### src/rtl/i2s_codec_master.sv
// I2S master in the codec role: derives bclk/lrck from clk, serializes a held sample pair on adcdat, deserializes dacdat.
// All outputs registered; one-entry tx holding register (tx_ready low while full); rx_valid pulses without backpressure.
module i2s_codec_master #(
    parameter int DATA_W   = 24,
    parameter int SLOT_W   = 32,
    parameter int BCLK_DIV = 8
) (
    input  logic              clk_clk,
    input  logic              reset_reset_n,
    input  logic [DATA_W-1:0] tx_left,
    input  logic [DATA_W-1:0] tx_right,
    input  logic              tx_valid,
    output logic              tx_ready,
    output logic              tx_underrun,
    output logic [DATA_W-1:0] rx_left,
    output logic [DATA_W-1:0] rx_right,
    output logic              rx_valid,
    output logic              bclk,
    output logic              adclrck,
    output logic              daclrck,
    output logic              adcdat,
    input  logic              dacdat
);

    if (SLOT_W < DATA_W + 1) begin : g_bad_slot
        $error("SLOT_W must be at least DATA_W+1");
    end
    if (BCLK_DIV < 2) begin : g_bad_div
        $error("BCLK_DIV must be at least 2");
    end

    localparam int DIV_W = $clog2(BCLK_DIV);
    localparam int BIT_W = $clog2(2 * SLOT_W);
    localparam logic [DIV_W-1:0]  DIV_LAST   = DIV_W'(BCLK_DIV - 1);
    localparam logic [BIT_W-1:0]  BIT_LAST   = BIT_W'(2 * SLOT_W - 1);
    localparam logic [BIT_W-1:0]  SLOT_FIRST = BIT_W'(SLOT_W);
    localparam logic [BIT_W-1:0]  POS_LAST   = BIT_W'(DATA_W);
    localparam logic [BIT_W-1:0]  RX_LAST    = BIT_W'(SLOT_W + DATA_W);
    localparam logic [DATA_W-1:0] MSB_ONE    = {1'b1, {(DATA_W-1){1'b0}}};

    logic [DIV_W-1:0]  div_cnt_q, div_cnt_d;
    logic              bclk_q, bclk_d;
    logic [BIT_W-1:0]  bit_cnt_q, bit_cnt_d;
    logic              lrck_q, lrck_d;
    logic              adcdat_q, adcdat_d;
    logic              hold_full_q, hold_full_d;
    logic [DATA_W-1:0] hold_l_q, hold_l_d;
    logic [DATA_W-1:0] hold_r_q, hold_r_d;
    logic [DATA_W-1:0] tx_l_sr_q, tx_l_sr_d;
    logic [DATA_W-1:0] tx_r_sr_q, tx_r_sr_d;
    logic              tx_ready_q, tx_ready_d;
    logic              tx_underrun_q, tx_underrun_d;
    logic [DATA_W-1:0] rx_l_sr_q, rx_l_sr_d;
    logic [DATA_W-1:0] rx_r_sr_q, rx_r_sr_d;
    logic [DATA_W-1:0] rx_left_q, rx_left_d;
    logic [DATA_W-1:0] rx_right_q, rx_right_d;
    logic              rx_pend_q, rx_pend_d;
    logic              rx_valid_q, rx_valid_d;

    logic              terminal;
    logic              rise_tick;
    logic              fall_tick;
    logic              frame_load;
    logic              accept;
    logic              cur_slot;
    logic              new_slot;
    logic [BIT_W-1:0]  cur_pos;
    logic [BIT_W-1:0]  new_pos;
    logic [DATA_W-1:0] tx_word;
    logic [DATA_W-1:0] tx_mask;

    always_comb begin
        terminal  = (div_cnt_q == DIV_LAST);
        rise_tick = terminal && !bclk_q;
        fall_tick = terminal && bclk_q;
        accept    = tx_valid && tx_ready_q;

        div_cnt_d = terminal ? '0 : div_cnt_q + DIV_W'(1);
        bclk_d    = terminal ? !bclk_q : bclk_q;

        bit_cnt_d = bit_cnt_q;
        if (fall_tick) begin
            bit_cnt_d = (bit_cnt_q == BIT_LAST) ? '0 : bit_cnt_q + BIT_W'(1);
        end
        frame_load = fall_tick && (bit_cnt_q == BIT_LAST);

        cur_slot = (bit_cnt_q >= SLOT_FIRST);
        cur_pos  = cur_slot ? bit_cnt_q - SLOT_FIRST : bit_cnt_q;
        new_slot = (bit_cnt_d >= SLOT_FIRST);
        new_pos  = new_slot ? bit_cnt_d - SLOT_FIRST : bit_cnt_d;

        // A load on the same edge as an accept consumes the old pair first.
        hold_full_d   = hold_full_q;
        hold_l_d      = hold_l_q;
        hold_r_d      = hold_r_q;
        tx_l_sr_d     = tx_l_sr_q;
        tx_r_sr_d     = tx_r_sr_q;
        tx_underrun_d = 1'b0;
        if (frame_load) begin
            if (hold_full_q) begin
                tx_l_sr_d = hold_l_q;
                tx_r_sr_d = hold_r_q;
            end else begin
                tx_l_sr_d     = '0;
                tx_r_sr_d     = '0;
                tx_underrun_d = 1'b1;
            end
            hold_full_d = 1'b0;
        end
        if (accept) begin
            hold_full_d = 1'b1;
            hold_l_d    = tx_left;
            hold_r_d    = tx_right;
        end
        tx_ready_d = !hold_full_d;

        // Slot position p carries word bit DATA_W-p, so MSB lands one bclk after the lrck edge.
        tx_word  = new_slot ? tx_r_sr_q : tx_l_sr_q;
        tx_mask  = MSB_ONE >> (new_pos - BIT_W'(1));
        lrck_d   = lrck_q;
        adcdat_d = adcdat_q;
        if (fall_tick) begin
            lrck_d   = new_slot;
            adcdat_d = (new_pos != '0 && new_pos <= POS_LAST) ? |(tx_word & tx_mask) : 1'b0;
        end

        rx_l_sr_d = rx_l_sr_q;
        rx_r_sr_d = rx_r_sr_q;
        if (rise_tick && cur_pos != '0 && cur_pos <= POS_LAST) begin
            if (cur_slot) begin
                rx_r_sr_d = {rx_r_sr_q[DATA_W-2:0], dacdat};
            end else begin
                rx_l_sr_d = {rx_l_sr_q[DATA_W-2:0], dacdat};
            end
        end
        rx_pend_d  = rise_tick && (bit_cnt_q == RX_LAST);
        rx_valid_d = rx_pend_q;
        rx_left_d  = rx_pend_q ? rx_l_sr_q : rx_left_q;
        rx_right_d = rx_pend_q ? rx_r_sr_q : rx_right_q;
    end

    always_ff @(posedge clk_clk) begin
        if (!reset_reset_n) begin
            div_cnt_q     <= '0;
            bclk_q        <= 1'b0;
            bit_cnt_q     <= BIT_LAST;
            lrck_q        <= 1'b0;
            adcdat_q      <= 1'b0;
            hold_full_q   <= 1'b0;
            hold_l_q      <= '0;
            hold_r_q      <= '0;
            tx_l_sr_q     <= '0;
            tx_r_sr_q     <= '0;
            tx_ready_q    <= 1'b0;
            tx_underrun_q <= 1'b0;
            rx_l_sr_q     <= '0;
            rx_r_sr_q     <= '0;
            rx_left_q     <= '0;
            rx_right_q    <= '0;
            rx_pend_q     <= 1'b0;
            rx_valid_q    <= 1'b0;
        end else begin
            div_cnt_q     <= div_cnt_d;
            bclk_q        <= bclk_d;
            bit_cnt_q     <= bit_cnt_d;
            lrck_q        <= lrck_d;
            adcdat_q      <= adcdat_d;
            hold_full_q   <= hold_full_d;
            hold_l_q      <= hold_l_d;
            hold_r_q      <= hold_r_d;
            tx_l_sr_q     <= tx_l_sr_d;
            tx_r_sr_q     <= tx_r_sr_d;
            tx_ready_q    <= tx_ready_d;
            tx_underrun_q <= tx_underrun_d;
            rx_l_sr_q     <= rx_l_sr_d;
            rx_r_sr_q     <= rx_r_sr_d;
            rx_left_q     <= rx_left_d;
            rx_right_q    <= rx_right_d;
            rx_pend_q     <= rx_pend_d;
            rx_valid_q    <= rx_valid_d;
        end
    end

    assign bclk        = bclk_q;
    assign adclrck     = lrck_q;
    assign daclrck     = lrck_q;
    assign adcdat      = adcdat_q;
    assign tx_ready    = tx_ready_q;
    assign tx_underrun = tx_underrun_q;
    assign rx_left     = rx_left_q;
    assign rx_right    = rx_right_q;
    assign rx_valid    = rx_valid_q;

endmodule

### config.mk
export PLATFORM = sky130hd
export DESIGN_NAME = i2s_codec_master
export DESIGN_NICKNAME = d
export VERILOG_FILES = /design/src/rtl/i2s_codec_master.sv
export SDC_FILE = /design/constraint.sdc
export NUM_CORES = 1
export LEC_CHECK = 0
export BUFFER_PORTS_ARGS = -buffer_cell sky130_fd_sc_hd__buf_4
export CORE_MARGIN = 2
export CORE_UTILIZATION = 58
export CTS_CLUSTER_DIAMETER = 50
export DETAILED_ROUTE_END_ITERATION = 6
export GPL_TIMING_DRIVEN = 0
export PLACE_DENSITY = 0.83
export SYNTH_ARGS = -nofsm -noshare
export SYNTH_HDL_FRONTEND = slang
export SYNTH_SLANG_ARGS = --single-unit
### constraint.sdc
create_clock -name clk_clk -period 3.3 [get_ports clk_clk]
set_input_delay 0.66 -clock clk_clk [delete_from_list [all_inputs] [get_ports clk_clk]]
set_output_delay 0.66 -clock clk_clk [all_outputs]
set_load 0.03 [all_outputs]
Word-level counts from Yosys, hierarchy flattened

Index checks and enable logic that the tools add are counted.

Bitwise gates (word level): 3
Reduce and logical (&&, ||, !) cells: 17
Multipliers: 0
Eq/ne operators: 3
Muxes and demuxes: 11
Order comparisons: 4
Add/sub/neg operators: 5
Shift-type cells: 1
Divide/modulo/power cells: 0

Operators by type and width:

| kind                  | count |
|---|---|
| $mux 24               | 3 |
| $and 24x24->24        | 1 |
| $mux 6                | 4 |
| $reduce_or 24->1      | 1 |
| $shr 24x6->24 const A | 1 |
| $eq 6x6->1 const B    | 2 |
| $ge 6x6->1 const B    | 2 |
| $le 6x5->1 const B    | 2 |
| $reduce_bool 6->1     | 2 |
| $sub 6x6->6 const B   | 2 |
| $logic_and 1x1->1     | 8 |
| $add 6x1->6 const B   | 1 |
| $reduce_and 2->1      | 3 |
| $sub 6x1->6 const B   | 1 |
| $mux 1                | 4 |
| $add 3x1->3 const B   | 1 |
| $eq 3x3->1 const B    | 1 |
| $logic_not 1->1       | 2 |
| $not 1->1             | 2 |
| $reduce_or 2->1       | 1 |

Bits in latches: 0
ROM bits: 0
Output and inout port bits: 55
Logic and storage cells: 62
Memory bits (writable): 0
Bits of input ports: 52
Memories: 0
Register bits: 209

Logic depth before layout (Yosys ltp)

Word-level depth: 10
Gate-level depth with buffers: 12
Depth with buffers taken out: 10

Worst setup path after synthesis

OpenSTA, ideal clock, no wires.

Path kind: register to register
Start point: reg div_cnt_q[0]
End point: reg adcdat_q, in the netlist adcdat
Arrival: 2.186 ns
Cell stages (with the launch flop): 11
Buffers on the path: 1
Slack: 0.982 ns
Period minus slack after synthesis: 2.318 ns
Setup time: 0.132 ns
Data required time: 3.168 ns
Cells stage by stage: dfxtp_1 ha_1 ha_1 buf_6 a21oi_1 a211o_2 nor2_1 a221o_1 and3_1 o311ai_1 a31oi_1

Word-level cells in the longest chain between the ends: 10

RTL lines:

| what                                             | RTL line | text |
|---|---|---|
| start, declared                                  | 41       | `logic [DIV_W-1:0] div_cnt_q, div_cnt_d;` |
| start signal, assigned                           | 163      | `div_cnt_q <= div_cnt_d;` |
| $eq 3x3->1 *                                     | 73       | `terminal = (div_cnt_q == DIV_LAST);` |
| $logic_and 1x1->1 *                              | 75       | `fall_tick = terminal && bclk_q;` |
| $mux 6                                           | 82       | `if (fall_tick) begin` |
| $sub 6x6->6 / $ge 6x6->1 (equally long branches) | 90, 89   |  |
| $mux 6                                           | 90       | `new_pos = new_slot ? bit_cnt_d - SLOT_FIRST : bit_cnt_d;` |
| $sub 6x1->6                                      | 119      | `tx_mask = MSB_ONE >> (new_pos - BIT_W'(1));` |
| $shr 24x6->24                                    | 119      |  |
| $and 24x24->24                                   | 124      | `adcdat_d = (new_pos != '0 && new_pos <= POS_LAST) ? \|(tx_word & tx_mask) : 1'b0;` |
| $reduce_or 24->1                                 | 124      |  |
| $mux 1                                           | 124      |  |
| end signal, assigned                             | 167      | `adcdat_q <= adcdat_d;` |
| end, declared                                    | 45       | `logic adcdat_q, adcdat_d;` |

Every way passes the cells marked *; elsewhere a longest branch is shown, timed or not.
A chain may end at the register's enable or synchronous reset.

Worst setup path in the final report

Ends and elaborated chain as after synthesis.

==> flow_summary.ini <==
[outcome]
status = finished, final reports clean

[route]
drt-total-wl_um = 19430
drt_pre_antenna_iters = 6
wl_per_cell_um = 14.84
vias = 6961
via_per_inst = 5.318
final_antenna_net_count = 0
drc = 0
drt-initial-drc-count = 448

[critical_path]
rr_worst_depth = 11
endpoint_kind = register
path_class = register to register
r2r_slack_ns = 0.53
critPathSlowestCell = o22ai_1
worstPathCellList = ha_1 > ha_1 > buf_6 > a21bo_2 > o22ai_1 > o311ai_0 > o21ai_0 > a211oi_1 > o211ai_1 > o311ai_1 > a31oi_1
max_stage_delay_ns = 0.54
cp.required_ns = 3.74
crit_fanout = 10
cp-start-kind = register
worstPathArrival_ns = 3.21
r2r-end = adcdat
cp_common_cell = ha_1
r2r_start = div_cnt_q[0]

[place]
placed_area_um2 = 9634
dp.final_hpwl_um = 13930
gp_congestion = 0.9460
numPortBuffers = 105
dp_cells = 1272

[global_route]
busiest_layer = met2
met1_usage = 0.3155
grt_first_pass_wirelength_um = 32390
grt_start_max_net_pins = 14
grt_util_met3 = 0.03568
grt-ovfl-total = 0
grt_pass1_vias = 6594
track_usage = 0.2428
antenna_found_initial = 0
grtUsageMet2 = 0.4190

[floorplan]
dieArea_um2 = 15850
coreArea_um2 = 14530
fp.dieW_um = 125.9
initial_core_util = 0.5928
row_count = 44
fp.dieH_um = 125.9
pin_count = 107

[min_path]
hp-start = tx_left[23]
hold_depth = 3
hold_path_end = hold_l_q[23]
hold_class = input port to register

[power]
irDropWorstVdd_mv = 0.3374
powerDensity_nw_per_um2 = 505.8
power.leakage_nw = 3.697

[clock_network]
numCtsBuffers = 22
cts_tree = built
cts_hold_buffers = 0
cts_sinks = 209
cts_max_path_buffers = 3
htreeDepth = 1
clk_pin_slew_ns = 0.06
root_buffer = clkbuf_16
clk_latency_ns = 0.50
postCtsSetupRepairBufs = 0
cts_resized = 0

[sta]
fin_hold_ws_ns = 0.4191
worstMarginPinSlew_ns = 0.8278
setup_viol = 0
setup_tns_ns = 0
fmax_mhz = 360.5
rsz0062_at_grt = false
max_slew_margin = 0.4482
final.period_utilization = 0.8405
fin_worst_skew_ns = 0.01522
slew_viol_final = 0
fin_crit_ns = 2.774
hold_violations = 0

[final_layout]
finalInstanceArea_um2 = 10360
fin_nets = 1168
syn2layout_area_growth_pct = 20.21
drive_gt1_frac = 0.1484
final-instance-count-excl-fill = 1309
fillers = 1172
antennaDiodeCount = 0
final_core_util = 0.7126

[yosys]
synth_edf_count = 0
async_reset_ff_frac = 0
ys_warn_count = 0
synth_cell_types = 54
ys_seq_area_frac = 0.4856
ys_ff_latch = 209
synthTopCellsByArea = dfxtp_1 49%, nand2_1 12%, a21boi_0 12%
syn_area_um2 = 8616
synth.largest_area_cell = dfxtp_1
yosysTopAreaCellShare = 0.4856
syn_avg_cell_area_um2 = 8.765
synth_ff_type = dfxtp_1
synth_nets = 1039
synth_cells = 983

[job]
drv_cap = 0
power breakdown:
part           total (mW)  switching, mW  leakage [nW]  internal (mW)
clock                2.46          0.984         0.352           1.47
combinational       0.206          0.107          1.66         0.0988
sequential           2.57         0.0169          1.69           2.56
total                5.24           1.11          3.70           4.13
kinds of logic (layout without fill, tap and decap cells):
group           count (synthesis)  after routing  synth area share
simple gates                  426            426            0.2213
flops                         209            209            0.4856
compound gates                201            201            0.1730
buf+inv                        83            225           0.04415
mux                            55             55           0.06419
xor+xnor                        5              5          0.005954
fa+ha+maj                       4              4          0.005809
synthesized netlist by cell type (5+ instances only):
cell type and n:
a21boi_0 134, a21boi_1 11, a21oi_1 9, and2_1 9, and3_1 6, buf_1 8, buf_4 7, buf_6 5
clkbuf_1 52, dfxtp_1 209, inv_1 7, mux2i_1 53, nand2_1 272, nand3_1 58, nor2_1 10, nor2b_1 50
nor3_1 5, o21ai_0 11
layer usage:
metal | share of wire | up-vias
li1 | - | 3572
met1 | 0.45 | 3185
met2 | 0.47 | 176
met3 | 0.049 | 28
met4 | 0.026 | 0
met5 | 0 | -
cells in the final DEF (no fill, tap or decap), types with 22 or more instances in the layout:
cell type	Yosys	layout
nand2_1	272	272
dfxtp_1	209	209
a21boi_0	134	134
buf_4	7	112
nand3_1	58	58
clkbuf_1	52	56
mux2i_1	53	53
nor2b_1	50	50
clkbuf_16	0	22
sequential cells by signal, summed over array words and instances (netlist names):
register,count
adcdat,1
tx_underrun,1
adclrck,1
bclk,1
rx_right,24
tx_ready,1
tx_r_sr_q,24
hold_full_q,1
div_cnt_q,3
rx_r_sr_q,24
hold_r_q,24
rx_valid,1
tx_l_sr_q,24
hold_l_q,24
rx_left,24
rx_pend_q,1
bit_cnt_q,6
rx_l_sr_q,24
layout make-up:
cell class / instances / area [µm²] / area share
buffer: 76 / 354.1 / 0.03419
multi-input combinational: 691 / 4051 / 0.3912
sequential: 209 / 4184 / 0.4040
timing repair buffer: 105 / 788.3 / 0.07611
inverter: 7 / 26.28 / 0.002537
tap: 184 / 230.2 / 0.02223
clock inverter: 7 / 102.6 / 0.009906
clock buffer: 30 / 620.6 / 0.05992
critical path, delay by kind of cell, from the launching register on:
family / cells / cell delay, ns
AO/OA/AOI/OAI: 8 / 1.81
adder cells (fa/ha/maj): 2 / 0.41
flip-flops: 1 / 0.32
buffers and inverters: 1 / 0.15
stage by stage:
step	worst slack (ns)	total power, mW
finish	0.5263	5.238
global route	0.3317	5.396
CTS	0.5453	5.271
detailed placement	0.5840	2.836
global placement	0.5581	2.832
floorplan	0.9822	2.744
worst max-delay path by stage:
stage | start | endpoint | slack, ns | cells past startpoint
5_1_grt | div_cnt_q[0] | adcdat | 0.33 | 11
2_1_floorplan | div_cnt_q[0] | adcdat | 0.98 | 10
3_3_place_gp | div_cnt_q[0] | adcdat | 0.56 | 11
6_report | div_cnt_q[0] | adcdat | 0.53 | 11
3_5_place_dp | div_cnt_q[0] | adcdat | 0.58 | 11
4_1_cts | div_cnt_q[0] | adcdat | 0.55 | 11
(Power assumes the default switching activity.)
